**config.mk**
```make
export PLATFORM = sky130hd
export DESIGN_NAME = hazard_control_unit
export DESIGN_NICKNAME = d
export VERILOG_FILES = /design/src/rtl/hazard_control_unit.sv
export SDC_FILE = /design/constraint.sdc
export NUM_CORES = 1
export LEC_CHECK = 0
export CAP_MARGIN = 20
export CORE_ASPECT_RATIO = 1.25
export CORE_MARGIN = 4
export CORE_UTILIZATION = 25
export CTS_BUF_LIST = sky130_fd_sc_hd__clkbuf_4 sky130_fd_sc_hd__clkbuf_8 sky130_fd_sc_hd__clkbuf_16
export DETAILED_ROUTE_END_ITERATION = 12
export HOLD_SLACK_MARGIN = 0.08
export SYNTH_ARGS = -nofsm -noshare
export SYNTH_HDL_FRONTEND = slang
export SYNTH_SLANG_ARGS = --single-unit
```
**constraint.sdc**
```tcl
create_clock -name clk -period 2.9 [get_ports clk]
set_input_delay 0.435 -clock clk [delete_from_list [all_inputs] [get_ports clk]]
set_output_delay 0.435 -clock clk [all_outputs]
set_load 0.01 [all_outputs]
```
**src/rtl/hazard_control_unit.sv**
```systemverilog
// -----------------------------------------------------------------------------
// hazard_control_unit
//
// Pipeline hazard controller for a classic 5-stage in-order core. It decides,
// every cycle, whether to freeze the front end, inject a bubble into the
// decode/execute register, or squash the fetch/decode register. It also keeps
// two saturating performance counters.
//
// Hazard outputs are combinational in the current state and inputs, so the
// pipe reacts in the same cycle as the event. Priority is:
// memory busy, then taken branch, then load-use.
//
// Ports
//   clk            in   1  rising-edge clock
//   rstn           in   1  asynchronous active-low reset
//   idex_MemRead   in   1  decode/execute register holds a load
//   idex_rd        in   5  destination register of that instruction
//   ifid_rs1       in   5  rs1 of the instruction in decode
//   ifid_rs2       in   5  rs2 of the instruction in decode
//   ifid_uses_rs2  in   1  decode instruction reads rs2 (R, S, B type)
//   branch_taken   in   1  EX resolved a taken branch this cycle
//   mem_busy       in   1  data memory not ready; freeze the whole pipe
//   clr_counters   in   1  synchronous clear of both counters
//   pc_stall       out  1  hold the PC
//   ifid_stall     out  1  hold fetch/decode
//   idex_stall     out  1  hold decode/execute
//   idex_bubble    out  1  zero decode/execute control fields on next edge
//   ifid_flush     out  1  replace fetch/decode with a NOP on next edge
//   stall_cycles   out 16  cycles with pc_stall=1 (saturating)
//   flush_count    out 16  accepted branch flushes (saturating)
// -----------------------------------------------------------------------------
module hazard_control_unit (
  input  logic        clk,
  input  logic        rstn,
  input  logic        idex_MemRead,
  input  logic [4:0]  idex_rd,
  input  logic [4:0]  ifid_rs1,
  input  logic [4:0]  ifid_rs2,
  input  logic        ifid_uses_rs2,
  input  logic        branch_taken,
  input  logic        mem_busy,
  input  logic        clr_counters,
  output logic        pc_stall,
  output logic        ifid_stall,
  output logic        idex_stall,
  output logic        idex_bubble,
  output logic        ifid_flush,
  output logic [15:0] stall_cycles,
  output logic [15:0] flush_count
);

  // RUN       : normal flow
  // LU_BUBBLE : a load-use bubble was just injected; the load has moved on,
  //             so a repeat of the same comparison must not stall again
  // BR_FLUSH  : EX holds the bubble from a flush; its branch_taken is stale
  // MEM_WAIT  : the pipe was frozen last cycle; behaves exactly like RUN
  typedef enum logic [1:0] {
    RUN       = 2'd0,
    LU_BUBBLE = 2'd1,
    BR_FLUSH  = 2'd2,
    MEM_WAIT  = 2'd3
  } state_t;

  localparam logic [15:0] CNT_MAX = 16'hFFFF;

  state_t state;
  state_t state_next;

  logic lu_hz;
  logic pc_stall_c;
  logic ifid_stall_c;
  logic idex_stall_c;
  logic idex_bubble_c;
  logic ifid_flush_c;

  // x0 is hard-wired zero, so a load targeting it never creates a hazard.
  assign lu_hz = idex_MemRead && (idex_rd != 5'd0) &&
                 ((idex_rd == ifid_rs1) ||
                  (ifid_uses_rs2 && (idex_rd == ifid_rs2)));

  // NOTE: state and counters use non-blocking assignments so every register
  // samples the pre-edge values of the others, independent of block order.
  always_ff @(posedge clk or negedge rstn) begin
    if (!rstn) begin
      state <= RUN;
    end else begin
      state <= state_next;
    end
  end

  // NOTE: every variable written here gets a default first, so no path leaves
  // one unassigned and no latch is inferred.
  always_comb begin
    state_next    = RUN;
    pc_stall_c    = 1'b0;
    ifid_stall_c  = 1'b0;
    idex_stall_c  = 1'b0;
    idex_bubble_c = 1'b0;
    ifid_flush_c  = 1'b0;

    if (mem_busy) begin
      pc_stall_c   = 1'b1;
      ifid_stall_c = 1'b1;
      idex_stall_c = 1'b1;
      state_next   = MEM_WAIT;
    end else begin
      unique case (state)
        RUN, MEM_WAIT: begin
          if (branch_taken) begin
            ifid_flush_c  = 1'b1;
            idex_bubble_c = 1'b1;
            state_next    = BR_FLUSH;
          end else if (lu_hz) begin
            pc_stall_c    = 1'b1;
            ifid_stall_c  = 1'b1;
            idex_bubble_c = 1'b1;
            state_next    = LU_BUBBLE;
          end
        end
        LU_BUBBLE: begin
          // The load already advanced past EX; only a branch matters here.
          if (branch_taken) begin
            ifid_flush_c  = 1'b1;
            idex_bubble_c = 1'b1;
            state_next    = BR_FLUSH;
          end
        end
        BR_FLUSH: begin
          // EX holds the injected bubble; its branch and hazard inputs are
          // meaningless this cycle.
          state_next = RUN;
        end
        default: state_next = RUN;
      endcase
    end
  end

  // Outputs are forced low while reset is held, whatever the inputs do.
  assign pc_stall    = rstn & pc_stall_c;
  assign ifid_stall  = rstn & ifid_stall_c;
  assign idex_stall  = rstn & idex_stall_c;
  assign idex_bubble = rstn & idex_bubble_c;
  assign ifid_flush  = rstn & ifid_flush_c;

  // Performance counters: clear wins over increment; both saturate.
  always_ff @(posedge clk or negedge rstn) begin
    if (!rstn) begin
      stall_cycles <= 16'd0;
      flush_count  <= 16'd0;
    end else if (clr_counters) begin
      stall_cycles <= 16'd0;
      flush_count  <= 16'd0;
    end else begin
      if (pc_stall && (stall_cycles != CNT_MAX)) begin
        stall_cycles <= stall_cycles + 16'd1;
      end
      if (ifid_flush && (flush_count != CNT_MAX)) begin
        flush_count <= flush_count + 16'd1;
      end
    end
  end

endmodule
```
---- After elaboration in Yosys (flattened, before gate mapping) ----
Index checks and enable logic that the tools add are counted.
operators by class
  magnitude comparators ................... 0
  multiply operators ...................... 0
  divide/modulo/power cells ............... 0
  equal/unequal tests ..................... 7
  shift operators ......................... 0
  multiplexer cells ....................... 20
  $add $sub $neg .......................... 2
  bitwise operators ....................... 4
  reduce and logical (&&, ||, !) cells .... 12
operators with widths
  cell                                                             number
  16-bit two-way mux                                               4
  16-bit by 1-bit adder with 16-bit output, second input constant  2
  16-bit != test, second input constant                            2
  1-bit two-way mux                                                11
  5-bit == test                                                    2
  2-bit two-way mux                                                3
  2-bit one-hot mux with 3 select lines                            1
  1-bit logical AND                                                5
  5-bit nonzero test                                               1
  1-bit bitwise AND                                                4
  2-bit == test, second input constant                             2
  2-bit nonzero test                                               2
  3-bit OR reduction                                               1
  2-bit by 1-bit == test with 1-bit output, second input constant  1
  2-bit logical NOT                                                1
  1-bit one-hot mux with 2 select lines                            1
  2-bit OR reduction                                               1
  1-bit logical OR                                                 1
word-level totals
  memories ................................ 0
  bits in latches ......................... 0
  output and inout port bits .............. 37
  logic and storage cells ................. 48
  RAM bits ................................ 0
  ROM bits ................................ 0
  bits of input ports ..................... 22
  register bits after elaboration ......... 34

---- Logic depth before layout (Yosys ltp) ----
  depth after elaboration ................. 12
  mapped depth ............................ 9
  depth with buffers taken out ............ 8

---- Least setup slack after synthesis ----
OpenSTA, ideal clock, no wires.
  path kind ............................... input port to output port
  start point ............................. input port idex_rd[1]
  end point ............................... output port pc_stall
  stages on the path ...................... 8
  arrival ................................. 1.893 ns
  slack ................................... 0.572 ns
  path buffers ............................ 3
  required time ........................... 2.465 ns
  cell sequence ........................... or4_1 -> o211ai_2 -> nor2_1 -> a21oi_4 -> buf_6 -> buf_6 -> nor2_1 -> buf_4
between the ends
  cells in the longest elaborated chain, start to end .. 9
  elaborated cells between the ends (all ways) .. 12
  classes of those cells .................. eq/ne: 2; mux: 4; bitwise: 1; reduce/logical: 5
RTL lines
  what                                line  source
  from (decl)                         36    input logic [4:0] idex_rd,
  5-bit == test                       79    (ifid_uses_rs2 && (idex_rd == ifid_rs2)));
  1-bit logical AND                   79
  1-bit logical OR                    78    ((idex_rd == ifid_rs1) ||
  1-bit logical AND (*)               77    assign lu_hz = idex_MemRead && (idex_rd != 5'd0) &&
  1-bit two-way mux (*) (4 in a row)  n/a
  1-bit bitwise AND (*)               n/a
  to (decl)                           43    output logic pc_stall,
Mark *: on every way between the ends. The rest lies on a longest branch, timed or not.

---- Worst setup path after layout ----
  start point ............................. input port idex_rd[0]
  end point ............................... output port idex_bubble
between the ends
  cells in the longest elaborated chain, start to end .. 9
  elaborated cells between the ends (all ways) .. 12
  classes of those cells .................. eq/ne: 2; mux: 4; bitwise: 1; reduce/logical: 5
RTL lines
  what                                       line  source
  5-bit == test                              79
  1-bit logical AND                          79
  1-bit logical OR                           78
  1-bit logical AND (*)                      77
  1-bit two-way mux (*)                      113   end else if (lu_hz) begin
  1-bit two-way mux (*)                      109   if (branch_taken) begin
  1-bit one-hot mux with 2 select lines (*)  107   unique case (state)
  1-bit two-way mux (*)                      101   if (mem_busy) begin
  1-bit bitwise AND (*)                      142   assign idex_bubble = rstn & idex_bubble_c;
  to (decl)                                  46    output logic idex_bubble,
Marked as above.

==> flow_summary.json <==
{
  "grt_max_degree": 26,
  "start_util_pct": 25.8,
  "drv_slew": 0,
  "max_freq_ghz": 0.387,
  "critPathMaxStageDelay_ns": 0.54,
  "synth.yosys.seq_area_share_pct": 41.8,
  "worst_pin_slew_ns": 0.536,
  "path_class": "input pin to output port",
  "path_cells": "clkdlybuf4s50_1 > xnor2_1 > nand3_1 > o22ai_1 > nand2b_1 > a2111oi_0 > dlygate4sd2_1",
  "drc": 0,
  "die_x_microns": 88.7,
  "cp.required_ns": 2.47,
  "cp_slowest_cell": "clkdlybuf4s50_1",
  "cap_viol_max_count": 0,
  "clk_pin_slew_ns": 0.07,
  "final_cell_mix": "clkdlybuf4s50_1, dfrtp_1, nor2_1",
  "fin_ws_ns": 0.315,
  "antenna_found_initial": 0,
  "track_usage_pct": 11.6,
  "synth_area_per_cell_sq_um": 9.43,
  "cts.sinks": 34,
  "place_hpwl_mm": 3.98,
  "cts_hold_buf": 0,
  "fin_util_pct": 35.9,
  "power_mw": 0.978,
  "power_density_mw_per_mm2": 346,
  "routed_wl_mm": 5.26,
  "n_fill_cell": 806,
  "arrival_ns": 2.15,
  "synth_top_cell_by_area": "dfrtp_1",
  "post_cts_resized": 1,
  "synthTopCellsByArea": "dfrtp_1, xnor2_1, xor2_1",
  "cts-root-buf": "clkbuf_8",
  "maxSlewHeadroom_pct": 64.2,
  "drive_gt1_share_pct": 8.57,
  "hold_violations": 0,
  "grt_pass1_vias": 1827,
  "gp_congestion": 0.736,
  "ys_ff_latch": 34,
  "avgRoutedWirePerCell_microns": 14.0,
  "rows": 36,
  "core-area_sq_mm": 0.00788,
  "nets": 306,
  "outcome": "finished, final reports clean",
  "ir_drop_mv": 0.156,
  "fin_setup_tns_ns": 0,
  "antenna_cells": 0,
  "insertion_delay_ns": 0.28,
  "synth_area_sq_mm": 0.00204,
  "finalCriticalPeriod_ns": 2.58,
  "cp_max_fo": 3,
  "dieArea_sq_mm": 0.00967,
  "final_common_cell": "clkdlybuf4s50_1",
  "fin_worst_skew_ns": 0.00660,
  "die_height_microns": 109,
  "cts_buffer_depth": 2,
  "htree_levels": 2,
  "fin_crit_sh_pct": 89.1,
  "post_cts_buffers": 0,
  "setup_violations": 0,
  "rsz0062_at_grt": "false",
  "tritoncts": "built",
  "critPathCaptureType": "output port",
  "drtPass1Iterations": 4,
  "synth_top_area_share_pct": 41.8,
  "syn-num-nets": 243,
  "drt_iter0_drc": 34,
  "yosysWarnings": 0,
  "startpoint_type": "input pin",
  "grt_overflow_total": 0,
  "vias": 1849,
  "ios": 59,
  "hp-class": "input pin to async pin",
  "vias_per_cell": 4.93,
  "power.leakage_nw": 1.16,
  "yosysUniqueCellTypes": 37,
  "dp_slack_ns": -0.0481,
  "grt_pass1_wl_mm": 8.88,
  "portBuffers": 58,
  "numCtsBuffers": 5,
  "area_delta_synth_final_pct": 38.9,
  "synthCells": 216,
  "postRouteAntennaNets": 0
}
cells by family after synthesis:
family,synth area share [%]
AOI/OAI and AO/OA,10.6
xor gates and xnor gates,10.7
adders and majority gates,3.07
buffers and inverters,4.18
DFF,41.8
muxes,3.26
and+or+nand+nor,26.4
flip-flops by register name, summed over array words and instances, names as in the netlist:
| register | flops |
|---|---|
| flush_count | 16 |
| stall_cycles | 16 |
| state | 2 |
worst max-delay path, delay by kind of cell:
kind            cells  cell delay (ns)
buf+inv             2             0.85
compound gates      2             0.56
simple gates        2             0.17
xor+xnor            1             0.13
metrics by stage:
stage | hold slack, ns | area, sq um | std cells
global route | 0.158 | 2830 | 375
global placement | 0.450 | 2730 | 367
detailed placement | 0.453 | 2730 | 367
floorplan | 0.139 | 2040 | 216
finish | 0.140 | 2830 | 375
CTS | 0.141 | 2830 | 375
path summary, 6_finish.rpt:
check	from	cells past startpoint	slack, ns	endpoint
max in group asynchronous	rstn	2	2.53	stall_cycles[11]
setup / recovery	idex_rd[0]	7	0.32	idex_bubble
hold / removal	rstn	2	0.14	flush_count[1]
hold reg to reg	flush_count[6]	2	0.57	flush_count[6]
min in group clk	flush_count[6]	2	0.57	flush_count[6]
setup reg to reg	stall_cycles[0]	6	0.62	stall_cycles[14]
cell type report:
class / instances / area [sq um] / area share, %
multi-input combinational: 166 / 1100 / 38.9
clock buffer: 7 / 90.1 / 3.18
tap: 95 / 119 / 4.20
clock inverter: 1 / 5.00 / 0.177
timing repair buffer: 66 / 639 / 22.6
inverter: 6 / 25.0 / 0.884
sequential: 34 / 851 / 30.1
layer usage:
| layer | routed length [microns] | share of wire, % | track usage, % | vias up |
|---|---|---|---|---|
| met5 | 0 | 0 | 0 | - |
| met4 | 38 | 0.72 | 2.92 | 0 |
| met3 | 237 | 4.5 | 2.95 | 4 |
| met2 | 2690 | 51 | 19.9 | 39 |
| met1 | 2300 | 44 | 14.4 | 898 |
| li1 | - | - | - | 908 |
power by group:
group	switching, mW	internal [mW]
logic	0.0631	0.0616
clock network	0.168	0.201
registers	0.00566	0.478
total	0.237	0.741
cell usage after synthesis (all sizes together):
| cell type | count |
|---|---|
| o31ai | 10 |
| mux2 | 4 |
| and2 | 1 |
| ha | 5 |
| inv | 6 |
| nor2b | 3 |
| xor2 | 12 |
| o22ai | 1 |
| nor2 | 25 |
| o211ai | 1 |
| nor4 | 3 |
| buf | 6 |
| a31oi | 3 |
| nand4 | 12 |
| xnor2 | 13 |
| o21ai | 2 |
| nand3 | 11 |
| a21oi | 13 |
| mux2i | 1 |
| clkbuf | 4 |
| a21boi | 1 |
| nand2b | 2 |
| a2111oi | 1 |
| and4 | 4 |
| nor3 | 2 |
| dfrtp | 34 |
| nand2 | 15 |
| and3 | 9 |
| and4bb | 1 |
| or4 | 11 |
Note: power is estimated with default switching activity, not from simulation.
